## config.mk

```make
export PLATFORM = sky130hd
export DESIGN_NAME = hamming_host_ctrl
export DESIGN_NICKNAME = d
export VERILOG_FILES = /design/src/rtl/hamming_host_pkg.sv /design/src/rtl/hamming_host_ctrl.sv
export SDC_FILE = /design/constraint.sdc
export NUM_CORES = 1
export LEC_CHECK = 0
export BUFFER_PORTS_ARGS = -buffer_cell sky130_fd_sc_hd__buf_2
export CAP_MARGIN = 20
export CORE_MARGIN = 3
export CORE_UTILIZATION = 52
export CTS_BUF_LIST = sky130_fd_sc_hd__clkbuf_2
export CTS_CLUSTER_SIZE = 20
export DETAILED_ROUTE_END_ITERATION = 8
export PLACE_DENSITY = 0.89
export SYNTH_ARGS = -nofsm -noshare
export SYNTH_HDL_FRONTEND = slang
export SYNTH_SLANG_ARGS = --single-unit
```

## constraint.sdc

```tcl
create_clock -name clk -period 2.1 [get_ports clk]
set_input_delay 0.315 -clock clk [delete_from_list [all_inputs] [get_ports clk]]
set_output_delay 0.315 -clock clk [all_outputs]
set_load 0.005 [all_outputs]
```

## src/rtl/hamming_host_pkg.sv

```systemverilog
// rtl/hamming_host_pkg.sv - shared states and constants for the Hamming core host initiator
package hamming_host_pkg;

  typedef enum logic [3:0] {
    S_FLUSH = 4'd0,
    S_IDLE  = 4'd1,
    S_START = 4'd2,
    S_MODE  = 4'd3,
    S_DATA  = 4'd4,
    S_WAIT  = 4'd5,
    S_CAP0  = 4'd6,
    S_CAP1  = 4'd7,
    S_RESP  = 4'd8
  } state_t;

  localparam logic [7:0] PIN_START = 8'h01;
  localparam logic       MODE_ENC  = 1'b0;
  localparam logic       MODE_DEC  = 1'b1;
  localparam int         FLUSH_CYC = 5;
  localparam int         SYN_LSB   = 2;
  localparam int         ERR_LSB   = 0;

endpackage

```

## src/rtl/hamming_host_ctrl.sv

```systemverilog
// rtl/hamming_host_ctrl.sv - serialises one encode/decode request onto the core pins and captures its two result bytes
// Optional protocol check of the returned bytes: HAMMING_HOST_CHECK_EN
module hamming_host_ctrl
  import hamming_host_pkg::*;
#(
  parameter int EXTRA_LAT = 0
) (
  input  logic       clk,
  input  logic       rst_n,
  input  logic       req_valid,
  output logic       req_ready,
  input  logic       req_mode,
  input  logic [7:0] req_data,
  output logic       rsp_valid,
  input  logic       rsp_ready,
  output logic [7:0] rsp_byte0,
  output logic [7:0] rsp_byte1,
  output logic [2:0] rsp_syndrome,
  output logic [1:0] rsp_err,
  output logic       rsp_proto_err,
  output logic [7:0] pin_out,
  input  logic [7:0] pin_in,
  output logic       busy
);

  localparam logic [3:0] FLUSH_LOAD = 4'(FLUSH_CYC + EXTRA_LAT);
  localparam logic [3:0] WAIT_LOAD  = 4'(EXTRA_LAT);

  state_t     r_state;
  state_t     w_state_nxt;
  logic [3:0] r_cnt;
  logic [3:0] w_cnt_nxt;
  logic [7:0] w_pin;
  logic       r_mode;
  logic [7:0] r_data;
  logic [7:0] r_byte0;
  logic [7:0] r_byte1;

  always_ff @(posedge clk or negedge rst_n) begin
    if (!rst_n) begin
      r_state <= S_FLUSH;
      r_cnt   <= FLUSH_LOAD;
    end else begin
      r_state <= w_state_nxt;
      r_cnt   <= w_cnt_nxt;
    end
  end

  // Flush counts remaining cycles including the current one, so FLUSH_LOAD cycles are spent there
  always_comb begin
    w_state_nxt = r_state;
    w_cnt_nxt   = r_cnt;
    w_pin       = 8'h00;
    case (r_state)
      S_FLUSH: begin
        if (r_cnt <= 4'd1) w_state_nxt = S_IDLE;
        else               w_cnt_nxt   = r_cnt - 4'd1;
      end
      S_IDLE: begin
        if (req_valid) w_state_nxt = S_START;
      end
      S_START: begin
        w_pin       = PIN_START;
        w_state_nxt = S_MODE;
      end
      S_MODE: begin
        w_pin       = {7'b0, r_mode};
        w_state_nxt = S_DATA;
      end
      S_DATA: begin
        w_pin       = (r_mode == MODE_DEC) ? r_data : {4'b0, r_data[3:0]};
        w_state_nxt = S_WAIT;
        w_cnt_nxt   = WAIT_LOAD;
      end
      S_WAIT: begin
        if (r_cnt == 4'd0) w_state_nxt = S_CAP0;
        else               w_cnt_nxt   = r_cnt - 4'd1;
      end
      S_CAP0: w_state_nxt = S_CAP1;
      S_CAP1: w_state_nxt = S_RESP;
      S_RESP: begin
        if (rsp_ready) w_state_nxt = S_IDLE;
      end
      default: begin
        w_state_nxt = S_FLUSH;
        w_cnt_nxt   = FLUSH_LOAD;
      end
    endcase
  end

  always_ff @(posedge clk or negedge rst_n) begin
    if (!rst_n) begin
      r_mode  <= MODE_DEC;
      r_data  <= 8'h00;
      r_byte0 <= 8'h00;
      r_byte1 <= 8'h00;
    end else begin
      if (r_state == S_IDLE && req_valid) begin
        r_mode <= req_mode;
        r_data <= req_data;
      end
      if (r_state == S_CAP0) r_byte0 <= pin_in;
      if (r_state == S_CAP1) r_byte1 <= pin_in;
    end
  end

`ifdef HAMMING_HOST_CHECK_EN
  logic r_proto_err;
  logic w_proto_err;

  // The core repeats the codeword on encode; decode leaves the top three bits of byte1 clear
  assign w_proto_err = (r_mode == MODE_ENC) ? (pin_in != r_byte0) : (pin_in[7:5] != 3'b000);

  always_ff @(posedge clk or negedge rst_n) begin
    if (!rst_n)                 r_proto_err <= 1'b0;
    else if (r_state == S_CAP1) r_proto_err <= w_proto_err;
  end

  assign rsp_proto_err = r_proto_err;
`else
  assign rsp_proto_err = 1'b0;
`endif

  assign pin_out      = w_pin;
  assign req_ready    = (r_state == S_IDLE);
  assign rsp_valid    = (r_state == S_RESP);
  assign busy         = (r_state != S_IDLE);
  assign rsp_byte0    = r_byte0;
  assign rsp_byte1    = r_byte1;
  assign rsp_syndrome = (r_mode == MODE_DEC) ? r_byte1[SYN_LSB +: 3] : 3'b000;
  assign rsp_err      = (r_mode == MODE_DEC) ? r_byte1[ERR_LSB +: 2] : 2'b00;

endmodule

```

==> results.cfg, run 1 <==
[route]
drc_errors = 0
dr.pass1.iters = 4
vias = 1350
drt-total-wl_mm = 3.70
ant_nets = 0
viasPerCell = 5.56
wl_per_cell_um = 15.2
dr.first_iter.drc_count = 49

[synthesis]
synth_area_um2 = 1690
synth.area.mux_share_pct = 17.2
synth_top_cell_area_share_pct = 44.3
synth_top_family_by_area = simple AND/OR/NAND/NOR gates
synth-adder-area-share_pct = 2.22
synth_cell_types = 43
yosys.area_share.simple_pct = 20.7
yosys-top-cells-area = dfrtp_1 44%, mux2_2 17%, dfstp_2 4.7%
synth_seq_cells = 33
synth_xor_area_share_pct = 1.03
synth_area_per_cell_um2 = 12.3
synth_fp_nets = 162
netlist_instances = 138
synth-compound-area-share_pct = 5.91
yosysTopAreaCell = dfrtp_1
ys_warn_count = 0
synth-seq-area-share_pct = 49.0

[floorplanning]
die_area_um2 = 3980
row_count = 20
die_w_um = 63.1
start_util_pct = 55.0
ios = 54
coreArea_um2 = 3080
die_y_um = 63.1

[setup_path]
crit_arrival_ns = 1.66
crit_fanout = 8
cp-start-kind = flop
crit_chain = or2b_4 -> nor2_1 -> and3_1 -> buf_2
crit_required_ns = 1.78
slowest_delay_ns = 0.48
cp_slowest_cell = dfrtp_2
crit_type = reg -> out
critPathCaptureType = primary output

[grt]
grt_max_degree = 34
grt_pass1_vias = 1357
antenna_found_initial = 0
overflow = 0
grt_util_all_layers_pct = 20.2
grt_pass1_wl_mm = 6.22

[clock_tree]
numCtsBuffers = 5
path_clk_slew_ns = 0.18
clock_latency_ns = 0.38
cts_htree_levels = 2
cts_max_path_buffers = 2
cts_root_buf = clkbuf_2
clock_sinks = 33
cts_tree = built

[placement]
io_buffer_count = 52
placed_area_um2 = 1980
place_ws_ns = 0.424
hpwl_mm = 2.73
gp_congestion = 0.825

[final_layout]
final_common_cell = buf_2
antennaDiodeCount = 0
final_core_util_pct = 67.6
stdcell_area_um2 = 2080
fillerInstances = 228
area_growth_pct = 22.8
fin_nets = 222
multiInputGateArea_um2 = 801
final_cell_mix = 52 x buf_2, 29 x dfrtp_1, 25 x mux2_2
ff_latch_area_um2 = 831
drive_gt1_share_pct = 53.3

[timing]
tightest_slew_ns = 0.703
slew_headroom_pct = 53.1
maxClockFrequency_mhz = 506
period_share_pct = 94.0
slew_violations = 0
hold_viol_final = 0
setup_viol = 0
rsz0062_at_grt = no
tns_ns = 0
min_period_ns = 1.97
layout_setup_ws_ns = 0.125
worst_clock_skew_ns = 0.0200

[pwr]
peakVddDrop_v = 0.000803
p_leak_nw = 1.04
p_clk_share_pct = 12.9
p_total_mw = 3.23
p_int_mw = 2.03
seqPwrFrac_pct = 36.9
p_sw_share_pct = 37.1
power.density_nw_per_um2 = 1550
p_comb_share_pct = 50.2
netSwitchingPower_mw = 1.20

[flow_run]
cap_violations = 0

[min_path]
hp-class = in -> reg

[outcome]
status = complete, no violations
==> power groups by stage <==
stage	clock [mW]	combinational (mW)	sequential, mW
2_1_floorplan	0	1.10	1.16
5_1_grt	0.453	1.77	1.23
3_3_place_gp	0	1.52	1.18
3_5_place_dp	0	1.58	1.20
4_1_cts	0.431	1.58	1.19
6_report	0.418	1.62	1.19
==> what timing repair did <==
| action | in CTS | in global routing |
|---|---|---|
| setup endpoints to repair | 2 | 4 |
| gates resized for setup | 1 | 0 |
| hold buffers | 1 | 0 |
| hold endpoints to repair | 30 | 0 |
| setup buffers | 0 | 3 |
| gates cloned | 0 | 0 |
==> path summary, 6_finish.rpt <==
kind	startpoint	end	slack, ns	cells after the start
worst max-delay path	r_state[3]$_DFFE_PN0P_	pin_out[4]	0.13	4
worst min-delay path	req_data[0]	r_data[0]$_DFFE_PN0P_	0.14	2
worst max register to register	r_cnt[1]$_DFFE_PN0P_	r_cnt[2]$_DFFE_PN1P_	0.42	6
worst min register to register	r_data[1]$_DFFE_PN0P_	r_data[1]$_DFFE_PN0P_	0.52	1
max in group asynchronous	rst_n	r_state[3]$_DFFE_PN0P_	1.09	2
min in group asynchronous	rst_n	r_data[0]$_DFFE_PN0P_	0.50	2
==> cells by family after synthesis <==
group           after synthesis
compound gates               14
xor+xnor                      2
other cells                   1
simple gates                 49
fa+ha+maj                     3
flops                        33
mux                          26
buf+inv                      10
==> cell type report <==
type                    instances  area share (%)
clock buffers                   6            1.44
well taps                      44            2.65
inverters                       4           0.722
multi-input cells              95            38.5
flip-flops and latches         33            39.9
repair buffers                 59            15.2
clock inverters                 2            1.62
==> through the flow <==
step	hold WS [ns]	std cells
after floorplan	0.0194	138
after CTS	0.126	240
after global routing	0.112	243
after global placement	0.398	231
after detailed placement	0.401	231
final	0.142	243
==> per-layer routing <==
| layer | track usage (%) | share of wire, % | wire [um] | vias up |
|---|---|---|---|---|
| li1 | - | - | - | 608 |
| met1 | 24.0 | 37 | 1390 | 643 |
| met2 | 34.3 | 50 | 1840 | 87 |
| met3 | 6.60 | 11 | 399 | 12 |
| met4 | 6.89 | 2.1 | 76 | 0 |
| met5 | 0 | 0 | 0 | - |
==> critical path: cells and delay by family (launching register included) <==
family	cells	cell delay [ns]
buf+inv	1	0.13
simple gates	3	0.68
flops	1	0.48
==> cells in the mapped netlist, drive strengths merged <==
cell	n
nor2b	1
o211ai	1
or2b	1
a32o	1
a2bb2oi	1
mux2	25
o31ai	2
o221a	2
a31oi	1
dfstp	3
nor2	8
and2	8
mux2i	1
and3	7
nor4	1
nand4bb	1
nor3	1
xor2	1
ha	3
nand4	1
nand3	4
nor3b	1
a21oi	4
conb	1
inv	4
and2b	1
nand2b	3
dfrtp	30
nand2	5
nor4b	1
nand3b	3
or3	1
or2	1
buf	5
xnor2	1
clkbuf	1
o21ai	2
==> registers in the layout, summed over array words and instances, names as in the netlist <==
name       cells
r_data         8
rsp_byte1      8
r_cnt          4
rsp_byte0      8
r_mode         1
r_state        4
Note: power is estimated with default switching activity, not from simulation.
==> run 2: changes to the inputs <==
--- a/config.mk
+++ b/config.mk
@@ -13,6 +13,7 @@
 export CTS_CLUSTER_SIZE = 20
 export DETAILED_ROUTE_END_ITERATION = 8
 export PLACE_DENSITY = 0.89
+export REMOVE_ABC_BUFFERS = 1
 export SYNTH_ARGS = -nofsm -noshare
 export SYNTH_HDL_FRONTEND = slang
 export SYNTH_SLANG_ARGS = --single-unit
==> run 2 against run 1 <==
Largest cell class unchanged. Critical endpoint is now rsp_valid. Via count is 0.52% lower. Count of clock-buffer cells in the layout is 1 lower. Non-clock buffer count stayed put. Global-route usage is 0.12 points lower. Utilization is 0.16 points higher. Sequential power hardly changed. Worst hold slack better by 0.012 ns. Critical path depth is 1 lower. Sequential share of layout area is 0.096 points lower. Wire length is 1.8% lower. Sequential cell count stayed put.
==> results.cfg, run 2 (synthesis gave the netlist of run 1 again) <==
[outcome]
status = complete, no violations

[floorplanning]
ios = 54
start_util_pct = 55.0
coreArea_um2 = 3080
die_y_um = 63.1
die_w_um = 63.1
die_area_um2 = 3980
row_count = 20

[grt]
overflow = 0
grt_util_all_layers_pct = 20.1
grt_pass1_wl_mm = 6.20
grt_max_degree = 34
antenna_found_initial = 0
grt_pass1_vias = 1405

[timing]
hold_ws_ns = 0.154
min_period_ns = 1.93
hold_viol_final = 0
maxClockFrequency_mhz = 519
tns_ns = 0
tightest_slew_ns = 0.711
worst_clock_skew_ns = 0.0113
slew_headroom_pct = 52.6
rsz0062_at_grt = no
period_share_pct = 91.7
setup_viol = 0
slew_violations = 0

[setup_path]
crit_required_ns = 1.78
r2r_start = r_cnt[1]$_DFFE_PN0P_
crit_chain = or2_2 -> nor3b_1 -> buf_2
cp_slowest_cell = dfrtp_1
ff2ff_path_depth = 6
setup.worst_path.start = r_state[1]$_DFFE_PN0P_
crit_fanout = 5
r2r-end = r_cnt[2]$_DFFE_PN1P_
slowest_delay_ns = 0.42
setup.worst_path.end = rsp_valid
crit_type = reg -> out
crit_arrival_ns = 1.61
rrSetupSlack_ns = 0.46
critPathCaptureType = primary output
cp-start-kind = flop

[final_layout]
drive_gt1_share_pct = 53.8
fillerInstances = 231
ff_latch_area_um2 = 831
fin_nets = 222
final_cells = 243
final_cell_mix = 52 x buf_2, 29 x dfrtp_1, 25 x mux2_2
multiInputGateArea_um2 = 803
area_growth_pct = 23.1
final_common_cell = buf_2
antennaDiodeCount = 0

[clock_tree]
cts_htree_levels = 2
clock_latency_ns = 0.38
cts_root_buf = clkbuf_2
numCtsBuffers = 5
path_clk_slew_ns = 0.17
clock_sinks = 33
cts_max_path_buffers = 2
cts_tree = built

[pwr]
p_leak_nw = 1.04
power.density_nw_per_um2 = 1540
peakVddDrop_v = 0.000971

[route]
dr_wl_met2_mm = 1.84
wl_per_cell_um = 15.0
dr.first_iter.drc_count = 50
drt-met1-wl_mm = 1.42
ant_nets = 0
vias = 1343
drc_errors = 0
wl_met3_um = 297
viasPerCell = 5.53
top_layer = met4
dr.pass1.iters = 4
drt-total-wl_mm = 3.63

[min_path]
hp-class = in -> reg
whs_path_depth = 2

[placement]
dp_cells = 231
io_buffer_count = 52
hpwl_mm = 2.72
gp_congestion = 0.861

[flow_run]
cap_violations = 0
## run 2: cell count changes in the layout (fill, tap and decap cells not counted), sizes merged
cell      before  now
clkbuf         6    5
clkinvlp       0    1
## run 2: how the worst min path moves through the flow
stage | from | end | slack (ns)
floorplan | rst_n | r_cnt[1]$_DFFE_PN0P_ | 0.02
global placement | rst_n | r_state[1]$_DFFE_PN0P_ | 0.39
detailed placement | rst_n | r_state[0]$_DFFE_PN0P_ | 0.41
CTS | req_data[2] | r_data[2]$_DFFE_PN0P_ | 0.13
global route | req_data[1] | r_data[1]$_DFFE_PN0P_ | 0.10
finish | req_data[3] | r_data[3]$_DFFE_PN0P_ | 0.15
## run 2: routing by layer
metal  up-vias  global-route usage (%)
met1       657                    22.2
li1        604                       -
met2        69                    34.7
met3        13                    7.66
met5         -                       0
met4         0                    7.71
## run 2: area by class of cell
cell class / count / area share (%)
Clock buffer: 5 / 1.20
Timing Repair Buffer: 59 / 15.1
Inverter: 4 / 0.720
Tap cell: 44 / 2.64
Multi-Input combinational cell: 95 / 38.5
Clock inverter: 3 / 1.98
Sequential cell: 33 / 39.8
## run 2: metrics by stage
step                power (mW)  setup slack [ns]  area [um2]  util, %
floorplan                 2.20             0.531        1650        -
global placement          2.68             0.487        1980     64.4
detailed placement        2.78             0.429        1980     64.4
CTS                       3.20            0.0303        2060     67.0
global route              3.46            0.0251        2090     67.8
finish                    3.22             0.173        2090     67.8
## run 2: repair_timing
| action | CTS | global route |
|---|---|---|
| hold buffers | 1 | 0 |
| setup endpoints to repair | 4 | 4 |
| resized for setup | 1 | 1 |
| buffers inserted | 0 | 3 |
| endpoints found under the hold margin | 30 | 0 |
| gates cloned | 0 | 0 |
## run 2: worst max-delay path, delay by kind of cell (launching register included)
family	cells	cell delay, ns
AND/OR/NAND/NOR	2	0.64
flip-flops	1	0.42
buffers and inverters	1	0.18
## run 2: power breakdown
group	internal, mW	switching, mW	total (mW)
clock	0.197	0.220	0.417
sequential	0.974	0.224	1.20
combinational	0.852	0.750	1.60
total	2.02	1.19	3.22
